$ cat config.mk
export PLATFORM = sky130hd
export DESIGN_NAME = regfile_rename
export DESIGN_NICKNAME = d
export VERILOG_FILES = /design/src/rtl/regfile_rename.sv
export SDC_FILE = /design/constraint.sdc
export NUM_CORES = 2
export LEC_CHECK = 0
export BUFFER_PORTS_ARGS = -buffer_cell sky130_fd_sc_hd__buf_2
export CAP_MARGIN = 5
export CORE_ASPECT_RATIO = 0.75
export CORE_MARGIN = 8
export CORE_UTILIZATION = 34
export DETAILED_ROUTE_END_ITERATION = 8
export MAX_ROUTING_LAYER = met4
export SLEW_MARGIN = 10
export SYNTH_ARGS = -nofsm -noshare
export SYNTH_HDL_FRONTEND = slang
export SYNTH_SLANG_ARGS = --single-unit
$ cat constraint.sdc
create_clock -name clk_in -period 120.2 [get_ports clk_in]
set_input_delay 18.03 -clock clk_in [delete_from_list [all_inputs] [get_ports clk_in]]
set_output_delay 18.03 -clock clk_in [all_outputs]
set_load 0.02 [all_outputs]
$ cat src/rtl/regfile_rename.sv
// Architectural register file with a rename (register-status) table.
// Reads return the committed value or the pending ROB tag, with same-cycle commit forwarding.
module regfile_rename_rdport #(
  parameter int DATA_WIDTH     = 32,
  parameter int REG_COUNT      = 32,
  parameter int REG_ADDR_WIDTH = 5,
  parameter int ROB_WIDTH      = 4
) (
  input  logic [REG_ADDR_WIDTH-1:0]                 i_addr,
  input  logic [REG_COUNT-1:0][DATA_WIDTH-1:0]      i_value,
  input  logic [REG_COUNT-1:0]                      i_busy,
  input  logic [REG_COUNT-1:0][ROB_WIDTH-1:0]       i_reorder,
  input  logic                                      i_commit_vld,
  input  logic [REG_ADDR_WIDTH-1:0]                 i_commit_rd,
  input  logic [ROB_WIDTH-1:0]                      i_commit_reorder,
  input  logic [DATA_WIDTH-1:0]                     i_commit_value,
  output logic                                      o_busy,
  output logic [DATA_WIDTH-1:0]                     o_value,
  output logic [ROB_WIDTH-1:0]                      o_reorder
);
  localparam logic [REG_ADDR_WIDTH:0] LP_CNT = (REG_ADDR_WIDTH+1)'(REG_COUNT);

  logic w_valid;
  logic w_fwd;

  assign w_valid = (i_addr != '0) && ({1'b0, i_addr} < LP_CNT);
  // Forward only a commit that actually retires the pending producer.
  assign w_fwd   = i_commit_vld && (i_commit_rd == i_addr) && i_busy[i_addr] &&
                   (i_reorder[i_addr] == i_commit_reorder);

  always_comb begin
    o_busy    = 1'b0;
    o_value   = '0;
    o_reorder = '0;
    if (w_valid) begin
      o_reorder = i_reorder[i_addr];
      if (w_fwd) begin
        o_value = i_commit_value;
      end else begin
        o_busy  = i_busy[i_addr];
        o_value = i_value[i_addr];
      end
    end
  end
endmodule

module regfile_rename #(
  parameter int DATA_WIDTH     = 32,
  parameter int REG_COUNT      = 32,
  parameter int REG_ADDR_WIDTH = 5,
  parameter int ROB_WIDTH      = 4,
  parameter int READ_PORTS     = 2
) (
  input  logic                                 clk_in,
  input  logic                                 rst_in,
  input  logic                                 rdy_in,
  input  logic [READ_PORTS*REG_ADDR_WIDTH-1:0] rd_addr_in,
  output logic [READ_PORTS-1:0]                rd_busy_out,
  output logic [READ_PORTS*DATA_WIDTH-1:0]     rd_value_out,
  output logic [READ_PORTS*ROB_WIDTH-1:0]      rd_reorder_out,
  input  logic                                 dispatch_en_in,
  input  logic [REG_ADDR_WIDTH-1:0]            dispatch_rd_in,
  input  logic [ROB_WIDTH-1:0]                 dispatch_reorder_in,
  input  logic                                 commit_en_in,
  input  logic [REG_ADDR_WIDTH-1:0]            commit_rd_in,
  input  logic [ROB_WIDTH-1:0]                 commit_reorder_in,
  input  logic [DATA_WIDTH-1:0]                commit_value_in,
  input  logic                                 flush_in
);
  logic [REG_COUNT-1:0][DATA_WIDTH-1:0] r_value;
  logic [REG_COUNT-1:0]                 r_busy;
  logic [REG_COUNT-1:0][ROB_WIDTH-1:0]  r_reorder;
  logic                                 w_commit_vld;

  assign w_commit_vld = commit_en_in && rdy_in;

  genvar k;
  generate
    for (k = 0; k < READ_PORTS; k++) begin : g_rd
      regfile_rename_rdport #(
        .DATA_WIDTH    (DATA_WIDTH),
        .REG_COUNT     (REG_COUNT),
        .REG_ADDR_WIDTH(REG_ADDR_WIDTH),
        .ROB_WIDTH     (ROB_WIDTH)
      ) u_rd (
        .i_addr          (rd_addr_in[k*REG_ADDR_WIDTH +: REG_ADDR_WIDTH]),
        .i_value         (r_value),
        .i_busy          (r_busy),
        .i_reorder       (r_reorder),
        .i_commit_vld    (w_commit_vld),
        .i_commit_rd     (commit_rd_in),
        .i_commit_reorder(commit_reorder_in),
        .i_commit_value  (commit_value_in),
        .o_busy          (rd_busy_out[k]),
        .o_value         (rd_value_out[k*DATA_WIDTH +: DATA_WIDTH]),
        .o_reorder       (rd_reorder_out[k*ROB_WIDTH +: ROB_WIDTH])
      );
    end
  endgenerate

  // Register 0 is never written, so it stays zero / not busy from reset.
  // Statement order encodes priority: dispatch overrides commit's busy clear,
  // flush overrides both, and flush discards the dispatch.
  always_ff @(posedge clk_in or posedge rst_in) begin
    if (rst_in) begin
      r_value   <= '0;
      r_busy    <= '0;
      r_reorder <= '0;
    end else if (rdy_in) begin
      for (int i = 1; i < REG_COUNT; i++) begin
        if (commit_en_in && (commit_rd_in == REG_ADDR_WIDTH'(i))) begin
          r_value[i] <= commit_value_in;
          if (r_reorder[i] == commit_reorder_in) r_busy[i] <= 1'b0;
        end
        if (flush_in) begin
          r_busy[i] <= 1'b0;
        end else if (dispatch_en_in && (dispatch_rd_in == REG_ADDR_WIDTH'(i))) begin
          r_busy[i]    <= 1'b1;
          r_reorder[i] <= dispatch_reorder_in;
        end
      end
    end
  end
endmodule

Word level (Yosys, flattened, before mapping)

Index checks and enable logic that the tools add are counted.

$add $sub $neg: 0
$mul: 0
Div/mod/pow operators: 0
Order comparisons: 2
Equality and inequality tests: 97
Shift-type cells: 0
Mux-type cells: 146
Bitwise gates (word level): 1
Reduce and logical (&&, ||, !) cells: 226

Operators by type and width:

| kind               | count |
|---|---|
| $bmux 32 s5        | 2 |
| $mux 32            | 6 |
| $reduce_and 3->1   | 62 |
| $reduce_bool 3->1  | 62 |
| $eq 5x5->1 const B | 32 |
| $eq 4x4->1         | 33 |
| $mux 1             | 130 |
| $eq 5x4->1 const B | 16 |
| $logic_and 1x1->1  | 69 |
| $reduce_and 2->1   | 31 |
| $bmux 4 s5         | 2 |
| $eq 5x3->1 const B | 8 |
| $eq 5x2->1 const B | 4 |
| $mux 4             | 4 |
| $lt 5x6->1 const B | 2 |
| $bmux 1 s5         | 2 |
| $eq 5x1->1 const B | 2 |
| $eq 5x5->1         | 2 |
| $reduce_bool 5->1  | 2 |
| $not 1->1          | 1 |

Register bits: 1147
Bits in latches: 0
Memory bits (writable): 0
ROM bits: 0
Input port bits: 66
Output and inout port bits: 74
Word-level logic and storage cells: 565
Memories kept: 0

Depth between registers and ports, before layout

Depth in word-level cells: 6
Depth in mapped cells: 14
Mapped depth without buffers: 7

Hierarchy

Synthesis repeated with hierarchy kept, for this count alone.

Cells, all modules: 4207
Area total of the unflattened synthesis: 65569.1 um^2

Modules (own cells, without submodules):

| module                | times used | cells an instance | area each (um^2) | sequential area each (um^2) |
|---|---|---|---|---|
| regfile_rename        | 1          | 2863              | 45432.3          | 28702.5 |
| regfile_rename_rdport | 2          | 672               | 10068.4          | 0.0 |

Least setup slack after synthesis

OpenSTA, ideal clock, no wires.

Kind: in2out
Start: input rd_addr_in[0]
End: output rd_value_out[11]
Data arrival time: 20900 ps
Data required time: 102170 ps
Setup slack: 81270 ps
Stages on the path: 9
Buffers on the path: 5
Cells stage by stage: buf_6 buf_6 buf_2 clkbuf_1 buf_1 mux4_2 mux4_2 mux2_2 mux2_4

Cells in the longest elaborated chain, start to end: 6
Elaborated cells between the ends (all ways): 14
Those cells by class: eq/ne: 2; mux: 8; reduce/logical: 4

Ends and longest elaborated chain:

| element                                              | RTL line | source |
|---|---|---|
| start, declared                                      | 57       | `input logic [READ_PORTS*REG_ADDR_WIDTH-1:0] rd_addr_in,` |
| $bmux 4 s5 (tied with other cells)                   | 29       | `(i_reorder[i_addr] == i_commit_reorder);` |
| $mux 4 (not written as such) (tied with other cells) | 29       |  |
| $eq 4x4->1 or $logic_and 1x1->1 (tied branches)      | 29, 28   |  |
| $logic_and 1x1->1                                    | 28       | `assign w_fwd = i_commit_vld && (i_commit_rd == i_addr) && i_busy[i_addr] &&` |
| $mux 32                                              | 37       | `if (w_fwd) begin` |
| $mux 32 *                                            | 35       | `if (w_valid) begin` |
| end, declared                                        | 59       | `output logic [READ_PORTS*DATA_WIDTH-1:0] rd_value_out,` |

Mark *: on every way between the ends. The rest lies on a longest branch, timed or not. The select of a mux whose other input is x is not followed.

Final worst setup path

Start: input rd_addr_in[0]
End: output rd_value_out[27]

Same word-level chain as after synthesis.

==> impl_summary.log <==
INFO  metric run_status = finished, final reports clean
INFO  metric power.static_leakage = 31.1 nW
INFO  metric met1Wirelength = 90700 µm
INFO  metric maxCapViolCount = 0
INFO  metric placeableCoreArea = 0.188 mm²
INFO  metric mean_cell_area_of_the_mapped_netlist = 15.0 µm²
INFO  metric path_clk_slew = 60 ps
INFO  metric slew_violations = 0
INFO  metric via_count_of_the_first_global_routing_pass = 41300
INFO  metric rows = 138
INFO  metric fp.dieArea = 0.204 mm²
INFO  metric tritoncts.num_buffers = 112
INFO  metric timing_hold_violations_final = 0
INFO  metric global_route.overflow_total = 0
INFO  metric synth.top_cell.area_share = 44.6%
INFO  metric h-tree-depth = 3
INFO  metric rsz0062_at_grt = false
INFO  metric synth_largest_area_cell = sky130_fd_sc_hd__dfrtp_1
INFO  metric synth_warnings = 37
INFO  metric slew-limit-headroom = 21.3%
INFO  metric fin_crit = 41110 ps
INFO  metric vias = 40000
INFO  metric gpl.final_weighted_congestion = 0.903
INFO  metric async_sr_flop_fraction = 100%
INFO  metric grt_max_degree = 175
INFO  metric synth_area = 0.0643 mm²
INFO  metric n_fill_cell = 17600
INFO  metric dp_worst_setup_slack = 79050 ps
INFO  metric worst_hold_path_type = flip-flop to flip-flop
INFO  metric synth.area.top_cells = sky130_fd_sc_hd__dfrtp_1, sky130_fd_sc_hd__mux4_2, sky130_fd_sc_hd__mux2_2
INFO  metric synth_cells = 4283
INFO  metric detailroute.wirelength.met3 = 14500 µm
INFO  metric synth.top_cells.by_count = sky130_fd_sc_hd__mux2_2, sky130_fd_sc_hd__dfrtp_1, sky130_fd_sc_hd__mux4_2
INFO  metric grt_antenna_before_repair = 16
INFO  metric clock_tree_from_tritoncts = built
INFO  metric finClkSkew = 36.6 ps
INFO  metric initialDrtViolationCount = 3898
INFO  metric drive_gt1_share = 54.4%
INFO  metric switching_power = 0.282 mW
INFO  metric post-cts-setup-buffers = 0
INFO  metric fp.dieW = 518 µm
INFO  metric swShare = 27.3%
INFO  metric cp_data_required_time = 102170 ps
INFO  metric setup.worst_path.start_class = input pin
INFO  metric avgRoutedWirePerCell = 30.2 µm
INFO  metric cts_sink_count = 1147
INFO  metric synth-main-ff-cell = sky130_fd_sc_hd__dfrtp_1
INFO  metric routed_wirelength = 205000 µm
INFO  metric floorplan.initialDensity = 34.2%
INFO  metric cts_hold_buffers = 0
INFO  metric critPathKind = input pin to primary output
INFO  metric synth_enable_flop_cells = 0
INFO  metric signal_arrival_time_at_the_worst_endpoint = 23080 ps
INFO  metric synth_seq_area_share = 44.6%
INFO  metric drt_first_pass_iters = 5
INFO  metric route.met2.wl = 94000 µm
INFO  metric drcViolationCount = 0
INFO  metric fin_setup_tns = 0 ps
INFO  metric timing.critical_path.slowest_stage_cell = sky130_fd_sc_hd__or4_4
INFO  metric internal-power = 0.750 mW
INFO  metric port_buffers = 139
INFO  metric placed_cell_count = 6575
INFO  metric yosysMostFrequentCell = sky130_fd_sc_hd__mux2_2
INFO  metric setup_viol = 0
INFO  metric nNetsFinal = 4235
INFO  metric pwr-share-comb = 18.5%
INFO  metric crit_fanout = 67
INFO  metric antenna_left = 0
INFO  metric cpPeakStageDelay = 1010 ps
INFO  metric endpoint_kind = primary output
INFO  metric clock_insertion_delay_worst_skew = 770 ps
INFO  metric groute.usage.overall = 20.4%
INFO  metric fmax = 24.3 MHz
INFO  metric cts_repair_resize_count = 0
INFO  metric clock-root-buffer = sky130_fd_sc_hd__clkbuf_16
INFO  metric ctsLongestPathBuffers = 3
INFO  metric power.share.sequential = 45.7%
INFO  metric number_of_cells_in_the_finished_layout_apart_from_fillers = 6789
INFO  metric syn_nets = 4349
INFO  metric top_signal_layer_used = met4
INFO  metric power.clock.fraction = 35.9%
INFO  metric grt_first_pass_wirelength = 303000 µm
INFO  metric fin_crit_sh = 34.2%
INFO  metric flow.area_growth_from_synthesis = 10.1%
INFO  metric die_height = 393 µm
INFO  metric cellPowerDensity = 14.6 mW/mm²
INFO  metric setup_slack = 79090 ps
INFO  metric vias_per_cell = 5.89
INFO  metric num_io_pins = 140
INFO  metric worst_pin_slew = 1170 ps
INFO  metric ir_drop = 0.0118 mV
INFO  metric worstPathCellList = buf_8, buf_4, inv_2, mux2_2, a221o_1, a21oi_1, xnor2_1, or4_4, mux2_4, buf_2
INFO  metric post_synth_num_cell_types = 63
INFO  metric dp_hpwl = 119000 µm
INFO  metric synth_seq_cells = 1147
[layout by cell type (no fill, tap or decap), types with 37 or more instances in the layout]
cell                        Yosys  routed
sky130_fd_sc_hd__mux2_2      1194    1194
sky130_fd_sc_hd__o21ai_0       37      37
sky130_fd_sc_hd__mux4_2       608     608
sky130_fd_sc_hd__mux2i_1       69      69
sky130_fd_sc_hd__dfrtp_1     1147    1147
sky130_fd_sc_hd__mux2_4        58      58
sky130_fd_sc_hd__buf_4          8      70
sky130_fd_sc_hd__clkbuf_16      0     117
sky130_fd_sc_hd__buf_2         56     131
sky130_fd_sc_hd__xor2_1        84      84
sky130_fd_sc_hd__nor2_1       152     132
sky130_fd_sc_hd__xnor2_1       56      56
sky130_fd_sc_hd__nand2_1      129     123
[critical path, delay by kind of cell]
family / cells / cell delay, ps
buffers and inverters: 4 / 2270
AND/OR/NAND/NOR: 1 / 1010
multiplexers: 2 / 930
AO/OA/AOI/OAI: 2 / 540
XOR/XNOR: 1 / 100
[power by group through the flow]
stage                     clock [mW]  combinational [mW]  sequential (mW)
after CTS                      0.377               0.192            0.470
after floorplan                    0               0.149            0.466
after global placement             0               0.188            0.474
after detailed placement           0               0.191            0.477
after global routing           0.393               0.203            0.478
final                          0.370               0.190            0.471
[final timing paths]
kind                                    end  slack (ps)      startpoint  cells after the start
max                        rd_value_out[27]       79090   rd_addr_in[0]                     10
min                            r_value[716]         520    r_value[716]                      1
max reg2reg                      r_busy[30]      118650  r_reorder[122]                      5
min reg2reg                    r_value[716]         520    r_value[716]                      1
max in group asynchronous      r_value[561]       99590          rst_in                      5
min in group asynchronous      r_value[574]       17430          rst_in                      2
[state kept, by name, indices dropped and copies added (netlist names)]
name / count
r_value: 992
r_reorder: 124
r_busy: 31
[layout make-up]
type                    count  area (µm²)  share of cell area, %
well taps                2520        3150                   4.45
flip-flops and latches   1147       28700                   40.5
diodes                     10        25.0                 0.0353
clock buffers             156        3260                   4.61
inverters                  12        63.8                 0.0900
multi-input cells        2685       33800                   47.7
clock inverters            48         505                  0.713
repair buffers            211        1350                   1.90
[stage by stage]
stage | utilization, % | hold WS [ps] | instance area, µm² | total power, mW
5_1_grt | 37.6 | 538 | 70900 | 1.07
3_5_place_dp | 35.6 | 507 | 67100 | 0.668
3_3_place_gp | 35.6 | 500 | 67100 | 0.663
2_1_floorplan | - | 475 | 64300 | 0.615
4_1_cts | 37.6 | 522 | 70800 | 1.04
6_report | 37.6 | 521 | 70900 | 1.03
[layer usage]
| layer | vias up | global-route usage, % |
|---|---|---|
| li1 | 16200 | - |
| met1 | 21900 | 28.3 |
| met2 | 1481 | 31.1 |
| met3 | 326 | 4.08 |
| met4 | 0 | 5.01 |
| met5 | - | - |
[cell families after synthesis]
group,count (synthesis),share of synthesized area (%)
flip-flops,1147,44.6
buffers and inverters,451,3.24
XOR/XNOR,140,1.91
AND/OR/NAND/NOR,435,3.06
multiplexers,1945,45.3
AO/OA/AOI/OAI,165,1.91
No activity file was read; power rests on OpenSTA's default activity.
